## config.mk

```make
export PLATFORM = sky130hd
export DESIGN_NAME = lcd_bus_writer
export DESIGN_NICKNAME = d
export VERILOG_FILES = /design/src/rtl/lcd_pkg.sv /design/src/rtl/lcd_sync_fifo.sv /design/src/rtl/lcd_bus_writer.sv
export SDC_FILE = /design/constraint.sdc
export NUM_CORES = 1
export LEC_CHECK = 0
export ABC_AREA = 1
export BUFFER_PORTS_ARGS = -buffer_cell sky130_fd_sc_hd__buf_2
export CORE_ASPECT_RATIO = 1.25
export CORE_MARGIN = 2
export CORE_UTILIZATION = 50
export DETAILED_ROUTE_END_ITERATION = 10
export HOLD_SLACK_MARGIN = 0.06
export PLACE_DENSITY_LB_ADDON = 0.05
export SKIP_CTS_REPAIR_TIMING = 1
export SLEW_MARGIN = 20
export SYNTH_ARGS = -nofsm -noshare
export SYNTH_HDL_FRONTEND = slang
export SYNTH_SLANG_ARGS = --single-unit
```

## constraint.sdc

```tcl
create_clock -name clk -period 2.8 [get_ports clk]
set_input_delay 0.14 -clock clk [delete_from_list [all_inputs] [get_ports clk]]
set_output_delay 0.14 -clock clk [all_outputs]
set_load 0.1 [all_outputs]
```

## src/rtl/lcd_pkg.sv

```systemverilog
// Shared constants for the HD44780 bus writer: FSM state codes, default timing, command codes
// and the 4-bit init nibble table.
package lcd_pkg;

  localparam logic [2:0] StPwrup = 3'd0;
  localparam logic [2:0] StIdle  = 3'd1;
  localparam logic [2:0] StSetup = 3'd2;
  localparam logic [2:0] StPulse = 3'd3;
  localparam logic [2:0] StHold  = 3'd4;
  localparam logic [2:0] StWait  = 3'd5;

  localparam int unsigned PwrupCycDef = 1_000_000;
  localparam int unsigned SetupCycDef = 4;
  localparam int unsigned EnCycDef    = 25;
  localparam int unsigned CmdCycDef   = 2_000;
  localparam int unsigned LongCycDef  = 82_000;
  localparam int unsigned FifoDepthDef = 16;

  localparam logic [7:0] CMD_CLEAR = 8'h01;
  localparam logic [7:0] CMD_HOME  = 8'h02;

  localparam int unsigned InitLen = 4;

  // 4-bit wake-up sequence: 0x3, 0x3, 0x3, then 0x2 to switch the controller to nibble mode.
  function automatic logic [3:0] init_nibble(input logic [2:0] idx);
    return (idx == 3'd3) ? 4'h2 : 4'h3;
  endfunction

  // Clear and home (and their don't-care variants 0x00..0x03) need the long execution wait.
  function automatic logic is_long_cmd(input logic rs, input logic [7:0] data);
    return !rs && ((data & ~(CMD_CLEAR | CMD_HOME)) == 8'h00);
  endfunction

endpackage

```

## src/rtl/lcd_sync_fifo.sv

```systemverilog
// Synchronous FIFO buffering {rs,data} words; push ignored when full, pop ignored when empty.
module lcd_sync_fifo #(
  parameter int unsigned W     = 9,
  parameter int unsigned DEPTH = 16
) (
  input  logic         clk,
  input  logic         rst_n,
  input  logic         push_i,
  input  logic         pop_i,
  input  logic [W-1:0] wdata_i,
  output logic [W-1:0] rdata_o,
  output logic         full_o,
  output logic         empty_o
);

  localparam int unsigned AW = (DEPTH > 1) ? $clog2(DEPTH) : 1;
  localparam logic [AW:0] DepthCnt = DEPTH[AW:0];

  logic [W-1:0]  mem_q [DEPTH];
  logic [AW-1:0] wptr_q, rptr_q;
  logic [AW:0]   count_q;
  logic          do_push, do_pop;

  assign full_o  = (count_q == DepthCnt);
  assign empty_o = (count_q == '0);
  assign do_push = push_i && !full_o;
  assign do_pop  = pop_i && !empty_o;
  assign rdata_o = mem_q[rptr_q];

  always_ff @(posedge clk) begin
    if (do_push) mem_q[wptr_q] <= wdata_i;
  end

  // Power-of-2 depth lets the pointers wrap by natural overflow.
  always_ff @(posedge clk or negedge rst_n) begin
    if (!rst_n) begin
      wptr_q  <= '0;
      rptr_q  <= '0;
      count_q <= '0;
    end else begin
      if (do_push) wptr_q <= wptr_q + 1'b1;
      if (do_pop)  rptr_q <= rptr_q + 1'b1;
      case ({do_push, do_pop})
        2'b10:   count_q <= count_q + 1'b1;
        2'b01:   count_q <= count_q - 1'b1;
        default: count_q <= count_q;
      endcase
    end
  end

endmodule

```

## src/rtl/lcd_bus_writer.sv

```systemverilog
// HD44780 bus write engine: buffers {rs,data} words and replays them with setup/EN/hold/exec wait.
// Define LCD_4BIT_EN for the 4-bit interface (nibble transfers plus the internal init sequence).
module lcd_bus_writer
  import lcd_pkg::*;
#(
  parameter int unsigned PWRUP_CYC  = PwrupCycDef,
  parameter int unsigned SETUP_CYC  = SetupCycDef,
  parameter int unsigned EN_CYC     = EnCycDef,
  parameter int unsigned CMD_CYC    = CmdCycDef,
  parameter int unsigned LONG_CYC   = LongCycDef,
  parameter int unsigned FIFO_DEPTH = FifoDepthDef
) (
  input  logic       clk,
  input  logic       rst_n,
  input  logic       in_valid,
  output logic       in_ready,
  input  logic       in_rs,
  input  logic [7:0] in_data,
  output logic       idle,
  output logic       lcd_en,
  output logic       lcd_rw,
  output logic       lcd_rs,
  output logic [7:0] lcd_data,
  output logic       lcd_on
);

  localparam int unsigned CntMax = (PWRUP_CYC > LONG_CYC) ? PWRUP_CYC : LONG_CYC;
  localparam int unsigned CntW   = ($clog2(CntMax + 1) > 20) ? $clog2(CntMax + 1) : 20;

  logic [2:0]      state_q, state_d;
  logic [CntW-1:0] cnt_q, cnt_d;
  logic            en_q, en_d;
  logic            rs_q, rs_d;
  logic [7:0]      data_q, data_d;
  logic            fifo_pop, fifo_full, fifo_empty;
  logic [8:0]      fifo_rdata;
  logic            cnt_done, wait_long;

  assign cnt_done = (cnt_q == '0);

`ifdef LCD_4BIT_EN
  logic [8:0] word_q, word_d;
  logic       lo_q, lo_d;
  logic       init_q, init_d;
  logic [2:0] init_idx_q, init_idx_d;
  logic       init_busy;

  assign init_busy = (init_idx_q < 3'(InitLen));
  assign wait_long = init_q || is_long_cmd(word_q[8], word_q[7:0]);
  assign idle      = (state_q == StIdle) && fifo_empty && !init_busy;
`else
  assign wait_long = is_long_cmd(rs_q, data_q);
  assign idle      = (state_q == StIdle) && fifo_empty;
`endif

  lcd_sync_fifo #(
    .W     (9),
    .DEPTH (FIFO_DEPTH)
  ) u_fifo (
    .clk     (clk),
    .rst_n   (rst_n),
    .push_i  (in_valid),
    .pop_i   (fifo_pop),
    .wdata_i ({in_rs, in_data}),
    .rdata_o (fifo_rdata),
    .full_o  (fifo_full),
    .empty_o (fifo_empty)
  );

  // Power-up counts up from the reset value; every other state loads its length minus one and
  // counts down to zero.
  always_comb begin
    state_d  = state_q;
    cnt_d    = cnt_q;
    rs_d     = rs_q;
    data_d   = data_q;
    fifo_pop = 1'b0;
`ifdef LCD_4BIT_EN
    word_d     = word_q;
    lo_d       = lo_q;
    init_d     = init_q;
    init_idx_d = init_idx_q;
`endif
    case (state_q)
      StPwrup: begin
        if (cnt_q == CntW'(PWRUP_CYC - 1)) begin
          state_d = StIdle;
          cnt_d   = '0;
        end else begin
          cnt_d = cnt_q + 1'b1;
        end
      end
      StIdle: begin
`ifdef LCD_4BIT_EN
        if (init_busy) begin
          rs_d       = 1'b0;
          data_d     = {init_nibble(init_idx_q), 4'h0};
          init_idx_d = init_idx_q + 1'b1;
          init_d     = 1'b1;
          lo_d       = 1'b1;
          state_d    = StSetup;
          cnt_d      = CntW'(SETUP_CYC - 1);
        end else if (!fifo_empty) begin
          fifo_pop = 1'b1;
          word_d   = fifo_rdata;
          rs_d     = fifo_rdata[8];
          data_d   = {fifo_rdata[7:4], 4'h0};
          init_d   = 1'b0;
          lo_d     = 1'b0;
          state_d  = StSetup;
          cnt_d    = CntW'(SETUP_CYC - 1);
        end
`else
        if (!fifo_empty) begin
          fifo_pop       = 1'b1;
          {rs_d, data_d} = fifo_rdata;
          state_d        = StSetup;
          cnt_d          = CntW'(SETUP_CYC - 1);
        end
`endif
      end
      StSetup: begin
        if (cnt_done) begin
          state_d = StPulse;
          cnt_d   = CntW'(EN_CYC - 1);
        end else begin
          cnt_d = cnt_q - 1'b1;
        end
      end
      StPulse: begin
        if (cnt_done) begin
          state_d = StHold;
          cnt_d   = CntW'(EN_CYC - 1);
        end else begin
          cnt_d = cnt_q - 1'b1;
        end
      end
      StHold: begin
        if (cnt_done) begin
`ifdef LCD_4BIT_EN
          // High nibble done: present the low nibble and run another setup/pulse/hold.
          if (!lo_q) begin
            lo_d    = 1'b1;
            data_d  = {word_q[3:0], 4'h0};
            state_d = StSetup;
            cnt_d   = CntW'(SETUP_CYC - 1);
          end else
`endif
          begin
            state_d = StWait;
            cnt_d   = wait_long ? CntW'(LONG_CYC - 1) : CntW'(CMD_CYC - 1);
          end
        end else begin
          cnt_d = cnt_q - 1'b1;
        end
      end
      StWait: begin
        if (cnt_done) begin
          state_d = StIdle;
          cnt_d   = '0;
        end else begin
          cnt_d = cnt_q - 1'b1;
        end
      end
      default: begin
        state_d = StPwrup;
        cnt_d   = '0;
      end
    endcase
    en_d = (state_d == StPulse);
  end

  always_ff @(posedge clk or negedge rst_n) begin
    if (!rst_n) begin
      state_q <= StPwrup;
      cnt_q   <= '0;
      en_q    <= 1'b0;
      rs_q    <= 1'b0;
      data_q  <= 8'h00;
`ifdef LCD_4BIT_EN
      word_q     <= '0;
      lo_q       <= 1'b0;
      init_q     <= 1'b0;
      init_idx_q <= '0;
`endif
    end else begin
      state_q <= state_d;
      cnt_q   <= cnt_d;
      en_q    <= en_d;
      rs_q    <= rs_d;
      data_q  <= data_d;
`ifdef LCD_4BIT_EN
      word_q     <= word_d;
      lo_q       <= lo_d;
      init_q     <= init_d;
      init_idx_q <= init_idx_d;
`endif
    end
  end

  assign in_ready = !fifo_full;
  assign lcd_en   = en_q;
  assign lcd_rs   = rs_q;
  assign lcd_data = data_q;
  assign lcd_rw   = 1'b0;
  assign lcd_on   = 1'b1;

endmodule
```

* Word-level counts from Yosys, hierarchy flattened
Memory sizes are Yosys's and may differ from the RTL's. A register that Yosys moved wholly into a read port is not among the register bits. Index checks and enable logic that the tools add are counted.
Cells by class: add/sub/neg operators 6, equal/unequal tests 11, reduce and logical (&&, ||, !) cells 15, muxes and demuxes 19, bitwise gates (word level) 1
Operator list (count):
- $mux W20 | 5
- $pmux W20 S5 | 1
- $add A20 B1 Y20 const B | 1
- $eq A20 B20 Y1 const B | 1
- $logic_not A20 Y1 | 1
- $sub A20 B1 Y20 const B | 1
- $mux W3 | 6
- $pmux W3 S6 | 1
- $mux W17 | 1
- $pmux W5 S2 | 1
- $eq A3 B2 Y1 const B | 3
- $add A4 B1 Y4 const B | 2
- $logic_not A8 Y1 | 1
- $eq A3 B3 Y1 const B | 2
- $add A5 B1 Y5 const B | 1
- $eq A5 B5 Y1 const B | 1
- $logic_not A5 Y1 | 1
- $sub A5 B1 Y5 const B | 1
- $logic_and A1 B1 Y1 | 4
- $logic_not A1 Y1 | 4
- $mux W1 | 4
- $eq A3 B1 Y1 const B | 1
- $logic_not A3 Y1 | 1
- $eq A2 B1 Y1 const B | 1
- 6 further kinds | 6
Storage, ports and cells: register bits after elaboration 37, word-level logic and storage cells 59, memory bits (writable) 144, memories 1
Memory list:
- u_fifo.mem_q | depth 16, width 9, read ports 1, clocked after memory_dff 1, write ports 1, RTL line lcd_sync_fifo.sv:19 | logic [W-1:0] mem_q [DEPTH];

* Longest topological paths before layout
Gate-level depths: netlist of run 1.
depth in word-level cells 6, depth in mapped cells 14

* Cells and area by module
A second synthesis of run 1 with hierarchy kept.
Unflattened totals: cell total of the unflattened synthesis 1098, area, all modules 9729.3 µm²
By module, submodules not included:
- lcd_sync_fifo | area each 6925.4 µm², seq. area each 4649.5 µm², cells each 682, instances 1
- lcd_bus_writer | area each 2803.9 µm², seq. area each 825.8 µm², cells each 416, instances 1

* Worst setup path after synthesis of run 1
Ideal clock, no wire load.
path kind register -> register, from reg u_fifo.count_q[1], to reg u_fifo.count_q[4], buffers on the path 0, data arrival time 2.920 ns, library setup time 0.079 ns, cell stages (with the launch flop) 13, period minus slack after synthesis 2.999 ns, slack -0.199 ns, cell sequence dfrtp_1 > nor4_4 > nand2_1 > nand2_1 > ha_1 > inv_1 > fa_1 > nor2_1 > a211oi_1 > nand2_1 > nand2_1 > nor2_1 > xor2_1
Between the ends: elaborated cells on any way between the ends 14
RTL lines:
- start, declared | RTL line lcd_sync_fifo.sv:21 | logic [AW:0] count_q;
- start signal, assigned | RTL line lcd_sync_fifo.sv:44 | 2'b10: count_q <= count_q + 1'b1;
- start signal, assigned | RTL line lcd_sync_fifo.sv:45 | 2'b01: count_q <= count_q - 1'b1;
- start signal, assigned | RTL line lcd_sync_fifo.sv:46 | default: count_q <= count_q;
- $eq A5 B5 Y1 * | RTL line lcd_sync_fifo.sv:24 | assign full_o = (count_q == DepthCnt);
- $logic_not A1 Y1 *
- via in_ready | RTL line lcd_bus_writer.sv:16 | output logic in_ready,
- $logic_and A1 B1 Y1 * | RTL line lcd_sync_fifo.sv:26 | assign do_push = push_i && !full_o;
- $eq A2 B1 Y1 or $eq A2 B2 Y1 (tied branches) | RTL line lcd_sync_fifo.sv:43 | case ({do_push, do_pop})
- $pmux W5 S2 or $reduce_bool A2 Y1 (tied branches)
Mark *: on every way through the listed nets, which the timed path passes. The rest lies on a longest branch. A chain may end at the register's enable or synchronous reset.

* Worst setup path after layout of run 1
from reg u_fifo.count_q[3], to out idle
Between the ends: longest elaborated chain between the ends 2
RTL lines:
- $logic_not A5 Y1 | RTL line lcd_sync_fifo.sv:25 | assign empty_o = (count_q == '0);
- $logic_and A1 B1 Y1 | RTL line lcd_bus_writer.sv:53 | assign idle = (state_q == StIdle) && fifo_empty;
- end, declared | RTL line lcd_bus_writer.sv:19 | output logic idle,
No other way between the ends.

==> results.sh, run 1 <==
export IMPL_netlist_area_mm2=0.009042
export IMPL_seq_area_frac_synth_pct=60.55
export IMPL_tightest_slew_ns=0.9038
export IMPL_crit_fanout=18
export IMPL_synth_nets=928
export IMPL_drv_slew=0
export IMPL_setup_ws_ns=0.2004
export IMPL_fin_area_mm2=0.009930
export IMPL_path_cells="nor4_4 > buf_4 > nand3_2 > inv_2 > buf_2"
export IMPL_crit_path_max_incr_delay_ns=0.51
export IMPL_critPathKind="flop to primary output"
export IMPL_antenna_found_initial=0
export IMPL_fin_cells=1158
export IMPL_grt_pass1_vias=6641
export IMPL_fin_tns_setup_ns=0
export IMPL_async_flop_share_pct=24.21
export IMPL_die_h_um=154.4
export IMPL_drt_wl_total_um=22330
export IMPL_maxCapViolations=0
export IMPL_grt_total_usage_pct=24.33
export IMPL_grt_max_degree=75
export IMPL_start_util_pct=50.54
export IMPL_power_leakage_nw=3.862
export IMPL_drive_gt1_share_pct=11.18
export IMPL_min_path_type="input port to asynchronous set/reset pin"
export IMPL_gr_total_overflow=0
export IMPL_htreeDepth=4
export IMPL_die_area_mm2=0.01918
export IMPL_first_iter_violations=510
export IMPL_grt_setup_unrepaired="no"
export IMPL_clock_fmax_mhz=384.7
export IMPL_yosys_top_cells_count="159 x nor2_1, 144 x edfxtp_1, 142 x nand2_1, 94 x o21ai_0, 71 x nand3_1"
export IMPL_ir_drop_mv=0.4189
export IMPL_antenna_left=0
export IMPL_ys_seq_elements=190
export IMPL_arrival_ns=2.46
export IMPL_io_buffers=23
export IMPL_antenna_cells=0
export IMPL_yosysMostFrequentCell="nor2_1"
export IMPL_die_x_um=124.3
export IMPL_critPathSlowestCell="buf_2"
export IMPL_worstPathRequired_ns=2.66
export IMPL_ys_warn_count=0
export IMPL_status="finished, final reports clean"
export IMPL_clkTransAtPathRegs_ns=0.07
export IMPL_setup_viol=0
export IMPL_skew_ns=0.01301
export IMPL_post_route_min_period_ns=2.600
export IMPL_drc=0
export IMPL_synth_top_flop_cell="edfxtp_1"
export IMPL_cts_tree="built"
export IMPL_worstSetupEndpointType="primary output"
export IMPL_synth_top_cell_by_area="edfxtp_1"
export IMPL_dr_pass1_iters=5
export IMPL_clock_latency_ns=0.43
export IMPL_postSynthCellCount=904
export IMPL_core_rowCount=55
export IMPL_io_pins=26
export IMPL_cts_root_buf="clkbuf_16"
export IMPL_finalHoldViolCount=0
export IMPL_dp_cells=1123
export IMPL_power_per_cell_area_mw_per_mm2=647.7
export IMPL_yosysUniqueCellTypes=41
export IMPL_num_fill_cells=1585
export IMPL_cts_buffer_depth=2
export IMPL_numCtsBuffers=17
export IMPL_finish_utilization_pct=55.50
export IMPL_rr_worst_depth=13
export IMPL_synthTopCellsByArea="edfxtp_1 48%, dfrtp_1 13%, nor2_1 6.6%"
export IMPL_post_dp_cell_area_mm2=0.009316
export IMPL_dp_slack_ns=0.2039
export IMPL_routed_via_density=5.631
export IMPL_syn_to_final_growth_pct=9.810
export IMPL_synth_edf_count=144
export IMPL_netlist_area_leader_share_pct=47.82
export IMPL_via_count=6521
export IMPL_routedWlPerCell_um=19.28
export IMPL_gp_congestion=0.9000
export IMPL_period_share_pct=92.84
export IMPL_dpl_hpwl_um=15210
export IMPL_cp_start_kind="flop"
export IMPL_core_mm2=0.01789
export IMPL_maxSlewHeadroom_pct=39.52
export IMPL_avgSynthCellArea_um2=10.00
export IMPL_clock_sinks=190
export IMPL_grt_first_pass_wirelength_um=35850
export IMPL_nNetsFinal=941
[area by class of cell]
type	count	area, um^2	area share [%]
Multi-Input combinational cell	610	3124	31.46
Clock buffer	18	429.2	4.322
Tap cell	228	285.3	2.873
Timing Repair Buffer	35	220.2	2.218
Clock inverter	14	153.9	1.550
Inverter	63	239.0	2.407
Sequential cell	190	5478	55.17
[state kept, by name, indices dropped and copies added, names as in the netlist]
register        cells
u_fifo.rptr_q       4
u_fifo.mem_q      144
u_fifo.count_q      5
lcd_rs              1
state_q             3
lcd_data            8
u_fifo.wptr_q       4
cnt_q              20
lcd_en              1
[metal layers]
metal	part of all wire (%)	global-route usage, %	up-vias	wire length (um)
li1	-	-	3134	-
met1	39	28.13	3188	8799
met2	54	44.63	152	12060
met3	3.5	4.600	47	785
met4	3.0	9.470	0	679
met5	0	0	-	0
[layout by cell type, fill, tap and decap left out, types with 2 or more instances in the layout]
cell type	Yosys	routed
nor2_1	159	159
edfxtp_1	144	144
nand2_1	142	141
o21ai_0	94	94
nand3_1	71	71
inv_1	54	54
dfrtp_1	46	44
o211ai_1	38	38
buf_2	10	23
xor2_1	21	21
clkbuf_16	0	17
nand4_1	13	13
a21oi_1	11	11
ha_1	11	10
buf_4	6	10
nor3_1	8	8
nand2_2	7	8
inv_2	8	7
nor2_2	5	5
nor2_4	5	5
inv_6	0	4
nor3_2	3	3
nor3_4	2	2
xnor2_1	2	2
clkinv_1	1	2
o221ai_1	2	2
conb_1	2	2
clkinv_8	0	2
inv_8	0	2
clkinv_4	0	2
dfrtp_2	0	2
[power by group]
part	leakage, nW	switching (mW)	total [mW]	internal, mW
Clock	0.283	1.11	2.37	1.26
Sequential	1.91	0.127	3.43	3.30
Combinational	1.67	0.460	0.629	0.169
Total	3.86	1.70	6.43	4.73
[worst paths after layout]
kind                                   start                end  slack [ns]
setup reg to reg           u_fifo.count_q[3]  u_fifo.count_q[4]        0.28
max in group asynchronous              rst_n   u_fifo.rptr_q[0]        2.16
setup / recovery           u_fifo.count_q[3]               idle        0.20
hold / removal                         rst_n           cnt_q[0]        0.07
hold reg to reg            u_fifo.count_q[4]  u_fifo.count_q[4]        0.52
min in group clk                    in_valid   u_fifo.wptr_q[0]        0.08
[worst max-delay path, delay by kind of cell (launching register included)]
kind	cells	cell delay, ns
buffers and inverters	3	1.05
and+or+nand+nor	2	0.53
DFF	1	0.44
[per-stage QoR]
stage | hold slack (ns) | power [mW]
6_report | 0.06935 | 6.431
5_1_grt | 0.07886 | 6.693
4_1_cts | -0.4784 | 6.470
3_5_place_dp | -0.01143 | 4.107
3_3_place_gp | -0.008587 | 4.079
2_1_floorplan | -0.1556 | 3.853
[logic make-up (layout without fill, tap and decap cells)]
group / after synthesis / after routing / share of synthesized area (%)
flops: 190 / 190 / 60.55
buf+inv: 104 / 130 / 4.954
compound gates: 151 / 151 / 9.644
xor+xnor: 23 / 23 / 2.228
other cells: 2 / 2 / 0.08305
simple gates: 422 / 422 / 20.80
fa+ha+maj: 12 / 12 / 1.743
Note: power is estimated with default switching activity, not from simulation.
==> run 2: changes to the inputs <==
- SYNTH_HIERARCHICAL: not set -> 1
- clock period: 2.8 -> 2.27 ns (I/O delays scaled with it)
==> results.sh, run 2 <==
export IMPL_gp_congestion=0.9116
export IMPL_largest_reg_flops=144
export IMPL_final_common_cell="nand2_1"
export IMPL_reg2reg_slack_ns=0.11
export IMPL_antenna_cells=0
export IMPL_status="finished, final reports clean"
export IMPL_whs_path_depth=1
export IMPL_min_path_type="input port to flop"
export IMPL_core_rowCount=57
export IMPL_worstSetupEndpointType="flop"
export IMPL_synth_top_cell_by_area="edfxtp_1"
export IMPL_core_mm2=0.01926
export IMPL_critPathBufInv=2
export IMPL_holdPathEnd="u_fifo/mem_q[5][0]"
export IMPL_grt_setup_unrepaired="yes"
export IMPL_clock_fmax_mhz=463.0
export IMPL_async_flop_share_pct=24.21
export IMPL_regToRegStartpoint="u_fifo/count_q[3]"
export IMPL_synthTopCellsByArea="edfxtp_1 44%, nand2_1 15%, dfrtp_1 12%"
export IMPL_first_iter_violations=488
export IMPL_power_leakage_nw=4.702
export IMPL_nNetsFinal=1161
export IMPL_path_cells="inv_1 > nand4_1 > nand2_2 > inv_1 > nand2_1 > nor2_1"
export IMPL_dpl_hpwl_um=17180
export IMPL_htreeDepth=4
export IMPL_routedWlPerCell_um=17.45
export IMPL_critPathSlowestCell="nor2_1"
export IMPL_fin_area_mm2=0.01084
export IMPL_netlist_area_mm2=0.009729
export IMPL_period_share_pct=95.15
export IMPL_dr_pass1_iters=5
export IMPL_yosysUniqueCellTypes=40
export IMPL_die_x_um=128.8
export IMPL_clock_latency_ns=0.43
export IMPL_cts_tree="built"
export IMPL_clkTransAtPathRegs_ns=0.08
export IMPL_syn_to_final_growth_pct=11.46
export IMPL_grt_pass1_vias=6861
export IMPL_drive_gt1_share_pct=12.88
export IMPL_layout_common_cells="375 x nand2_1, 144 x edfxtp_1, 119 x inv_1, 111 x nor2_1, 103 x nand3_1"
export IMPL_seq_area_frac_synth_pct=56.28
export IMPL_crit_top_cell="inv_1"
export IMPL_crit_fanout=9
export IMPL_arrival_ns=2.23
export IMPL_drc=0
export IMPL_ir_drop_mv=0.4749
export IMPL_critPathTopFamily="simple AND/OR/NAND/NOR gates"
export IMPL_power_per_cell_area_mw_per_mm2=759.0
export IMPL_tightest_slew_ns=0.8423
export IMPL_cp_start_kind="flop"
export IMPL_clock_sinks=190
export IMPL_grt_first_pass_wirelength_um=38160
export IMPL_cts_root_buf="clkbuf_16"
export IMPL_finalHoldViolCount=0
export IMPL_antenna_found_initial=0
export IMPL_grt_total_usage_pct=24.88
export IMPL_num_fill_cells=1809
export IMPL_finish_utilization_pct=56.32
export IMPL_post_route_min_period_ns=2.160
export IMPL_routed_via_density=5.181
export IMPL_synth_edf_count=144
export IMPL_hold_ws_ns=0.1127
export IMPL_io_pins=26
export IMPL_synth_nets=1123
export IMPL_die_area_mm2=0.02060
export IMPL_yosysMostFrequentCell="nand2_1"
export IMPL_worstPathRequired_ns=2.34
export IMPL_power_mw=8.231
export IMPL_maxSlewHeadroom_pct=43.64
export IMPL_netlist_area_leader_share_pct=44.44
export IMPL_post_dp_cell_area_mm2=0.01015
export IMPL_grt_max_degree=92
export IMPL_via_count=7176
export IMPL_numCtsBuffers=17
export IMPL_top_register="u_fifo/mem_q"
export IMPL_antenna_left=0
export IMPL_setup_viol=0
export IMPL_cts_buffer_depth=2
export IMPL_io_buffers=23
export IMPL_avgSynthCellArea_um2=8.861
export IMPL_hp_start="in_data[0]"
export IMPL_rr_worst_depth=6
export IMPL_synth_top_flop_cell="edfxtp_1"
export IMPL_gr_total_overflow=0
export IMPL_ys_seq_elements=190
export IMPL_r2r_end="u_fifo/mem_q[8][4]"
export IMPL_start_util_pct=50.53
export IMPL_critPathKind="flop to flop"
export IMPL_yosys_top_cells_count="376 x nand2_1, 144 x edfxtp_1, 122 x inv_1, 115 x nor2_1, 103 x nand3_1"
export IMPL_ys_warn_count=6
export IMPL_drt_wl_total_um=24180
export IMPL_die_h_um=160.0
export IMPL_maxCapViolations=0
export IMPL_postSynthCellCount=1098
export IMPL_skew_ns=0.009081
export IMPL_crit_path_max_incr_delay_ns=0.69
export IMPL_drv_slew=0
run 2: cell types whose count changed after synthesis, moves of 6 or more:
cell      change
o21ai_0      -74
clkbuf_1     -19
nand3_1      +32
nand2_1     +234
inv_1        +68
nor2_1       -44
a21oi_1       -6
o211ai_1     -32
nor2_4        +8
run 2: final cells by class:
cell class	count	area, um^2	share of cell area [%]
timing repair buffer	54	390.4	3.600
clock buffer	17	425.4	3.923
sequential	190	5477	50.50
multi-input combinational	741	3568	32.91
inverter	132	495.5	4.569
tap	236	295.3	2.723
clock inverter	15	192.7	1.777
run 2: routing by layer:
metal | GRT usage (%) | routed length, um
met4 | 10.72 | 907
met3 | 4.020 | 1069
met5 | 0 | 0
met1 | 31.82 | 10050
met2 | 41.70 | 12150
run 2: where the power goes:
part	internal [mW]	switching, mW	leakage [nW]
Sequential	4.06	0.133	1.91
Clock	1.68	1.41	0.298
Combinational	0.292	0.655	2.49
Total	6.04	2.20	4.70
run 2: how the worst max path moves through the flow:
stage	from	end	depth (start not counted)
3_3_place_gp	state_q[1]	u_fifo/count_q[4]	16
2_1_floorplan	state_q[1]	u_fifo/count_q[4]	17
5_1_grt	u_fifo/count_q[3]	u_fifo/count_q[4]	17
6_report	u_fifo/count_q[3]	u_fifo/mem_q[8][4]	6
3_5_place_dp	u_fifo/count_q[0]	u_fifo/mem_q[8][3]	6
4_1_cts	u_fifo/count_q[0]	u_fifo/mem_q[1][4]	6
run 2: metrics by stage:
| step | setup WS, ns | TNS, ns | std cells |
|---|---|---|---|
| floorplan | 0.02981 | 0 | 1098 |
| global placement | 0.1726 | 0 | 1346 |
| detailed placement | 0.1113 | 0 | 1346 |
| CTS | 0.09063 | 0 | 1378 |
| global route | -0.01358 | -0.01358 | 1385 |
| finish | 0.1100 | 0 | 1385 |
run 2: cell families after synthesis:
family / share of synthesized area (%)
simple gates: 29.90
flops: 56.28
buf+inv: 7.510
compound gates: 2.328
xor+xnor: 2.161
fa+ha+maj: 1.749
other cells: 0.07719
run 2: worst reg2reg max path, cell delays in order, from the launching register on:
cell,delay (ns)
dfrtp_1,0.39
inv_1,0.08
nand4_1,0.12
nand2_2,0.10
inv_1,0.20
nand2_1,0.21
nor2_1,0.69
==> run 3: changes to the inputs <==
- CORE_UTILIZATION: 50 -> 55
==> results.sh, run 3 (synthesis results as in run 2) <==
export IMPL_maxCapViolations=0
export IMPL_ir_drop_mv=0.5303
export IMPL_hp_start="in_data[7]"
export IMPL_fin_tns_setup_ns=0
export IMPL_clock_sinks=190
export IMPL_post_route_min_period_ns=2.124
export IMPL_regToRegStartpoint="u_fifo/count_q[0]"
export IMPL_top_register="u_fifo/mem_q"
export IMPL_grt_max_degree=92
export IMPL_via_count=7156
export IMPL_htreeDepth=4
export IMPL_drt_wl_total_um=22870
export IMPL_largest_reg_flops=144
export IMPL_p_seq_share_pct=51.7
export IMPL_dpl_hpwl_um=16020
export IMPL_cts_tree="built"
export IMPL_drc=0
export IMPL_clock_latency_ns=0.44
export IMPL_grt_setup_unrepaired="no"
export IMPL_gr_total_overflow=0
export IMPL_status="finished, final reports clean"
export IMPL_period_share_pct=93.57
export IMPL_grt_total_usage_pct=25.54
export IMPL_power_leakage_nw=4.718
export IMPL_rr_worst_depth=6
export IMPL_antenna_cells=0
export IMPL_start_util_pct=56.03
export IMPL_die_area_mm2=0.01878
export IMPL_swShare_pct=27.52
export IMPL_drv_slew=0
export IMPL_crit_fanout=9
export IMPL_die_x_um=123.0
export IMPL_worstSetupEndpointType="flop"
export IMPL_layout_common_cells="374 x nand2_1, 144 x edfxtp_1, 120 x inv_1, 113 x nor2_1, 103 x nand3_1"
export IMPL_r2r_end="u_fifo/mem_q[10][4]"
export IMPL_maxSlewHeadroom_pct=39.94
export IMPL_syn_to_final_growth_pct=11.23
export IMPL_clock_fmax_mhz=470.8
export IMPL_power_report_internal_total_mw=5.852
export IMPL_whs_path_depth=1
export IMPL_routed_via_density=5.193
export IMPL_grt_first_pass_wirelength_um=35730
export IMPL_setup_viol=0
export IMPL_p_switching_mw=2.222
export IMPL_final_common_cell="nand2_1"
export IMPL_tightest_slew_ns=0.8976
export IMPL_clkTransAtPathRegs_ns=0.08
export IMPL_arrival_ns=2.18
export IMPL_drive_gt1_share_pct=13.00
export IMPL_min_path_type="input port to flop"
export IMPL_power_mw=8.074
export IMPL_numCtsBuffers=17
export IMPL_dr_pass1_iters=5
export IMPL_cts_buffer_depth=2
export IMPL_core_mm2=0.01736
export IMPL_power_per_cell_area_mw_per_mm2=746.1
export IMPL_io_pins=26
export IMPL_routedWlPerCell_um=16.60
export IMPL_core_rowCount=54
export IMPL_antenna_found_initial=0
export IMPL_finalHoldViolCount=0
export IMPL_gp_congestion=0.9338
export IMPL_first_iter_violations=415
export IMPL_p_comb_share_pct=11.7
export IMPL_antenna_left=0
export IMPL_io_buffers=23
export IMPL_cts_root_buf="clkbuf_16"
export IMPL_reg2reg_slack_ns=0.15
export IMPL_worstPathRequired_ns=2.33
export IMPL_skew_ns=0.01182
export IMPL_cp_start_kind="flop"
export IMPL_critPathKind="flop to flop"
export IMPL_grt_pass1_vias=6680
export IMPL_nNetsFinal=1166
export IMPL_pwr_share_clk_pct=36.6
export IMPL_holdPathEnd="u_fifo/mem_q[8][7]"
export IMPL_die_h_um=152.7
-- run 3: cell count changes in the layout (fill, tap and decap cells not counted), moves of 2 or more --
cell / before / now
buf_4: 28 / 33
bufinv_16: 2 / 0
inv_8: 4 / 6
nor2_1: 111 / 113
nor2_2: 12 / 10
-- run 3: metal layers --
metal  GRT usage [%]  part of all wire [%]
met5               0                     0
met4           10.73                   3.5
met3           4.079                   3.1
met2           42.83                    51
met1           32.57                    42
-- run 3: power by group through the flow --
stage	clock network [mW]	registers [mW]	logic, mW
floorplan	0	4.23	0.572
global placement	0	4.24	0.904
detailed placement	0	4.25	0.917
CTS	3.01	4.17	0.922
global route	3.16	4.20	1.06
finish	2.95	4.18	0.947
-- run 3: through the flow --
step                      std cells  cell area (um^2)  worst slack (ns)  util (%)  hold slack, ns
after floorplan                1098              9758           0.02981         -         -0.1821
after detailed placement       1341             10190            0.1473     58.66          0.2517
final                          1378             10820            0.1461     62.32         0.07908
after global routing           1378             10820          0.004189     62.32         0.07960
after global placement         1341             10190            0.1624     58.66          0.2417
after CTS                      1373             10780            0.1349     62.06         -0.2227
-- run 3: final cells by class --
class | count | area, um^2
fill | 1490 | 6543
sequential | 190 | 5478
multi-input combinational | 741 | 3551
inverter | 132 | 495.5
timing repair buffer | 59 | 427.9
clock buffer | 17 | 425.4
tap | 224 | 280.3
clock inverter | 15 | 163.9
-- run 3: worst max path at each step --
stage	slack, ns	to	cells past startpoint	start
detailed placement	0.15	u_fifo/count_q[4]	15	u_fifo/count_q[2]
global placement	0.16	u_fifo/count_q[4]	15	u_fifo/count_q[2]
finish	0.15	u_fifo/mem_q[10][4]	6	u_fifo/count_q[0]
CTS	0.13	u_fifo/count_q[4]	15	u_fifo/count_q[2]
global route	0.004	u_fifo/mem_q[15][6]	6	u_fifo/count_q[0]
floorplan	0.03	u_fifo/count_q[4]	17	state_q[1]
-- run 3: critical path: stages (launching register included) --
cell and delay, ns:
dfrtp_1 0.35, inv_1 0.08, nand4_1 0.14, nand2_2 0.07, inv_1 0.17, nand2_1 0.21, nor2_1 0.73
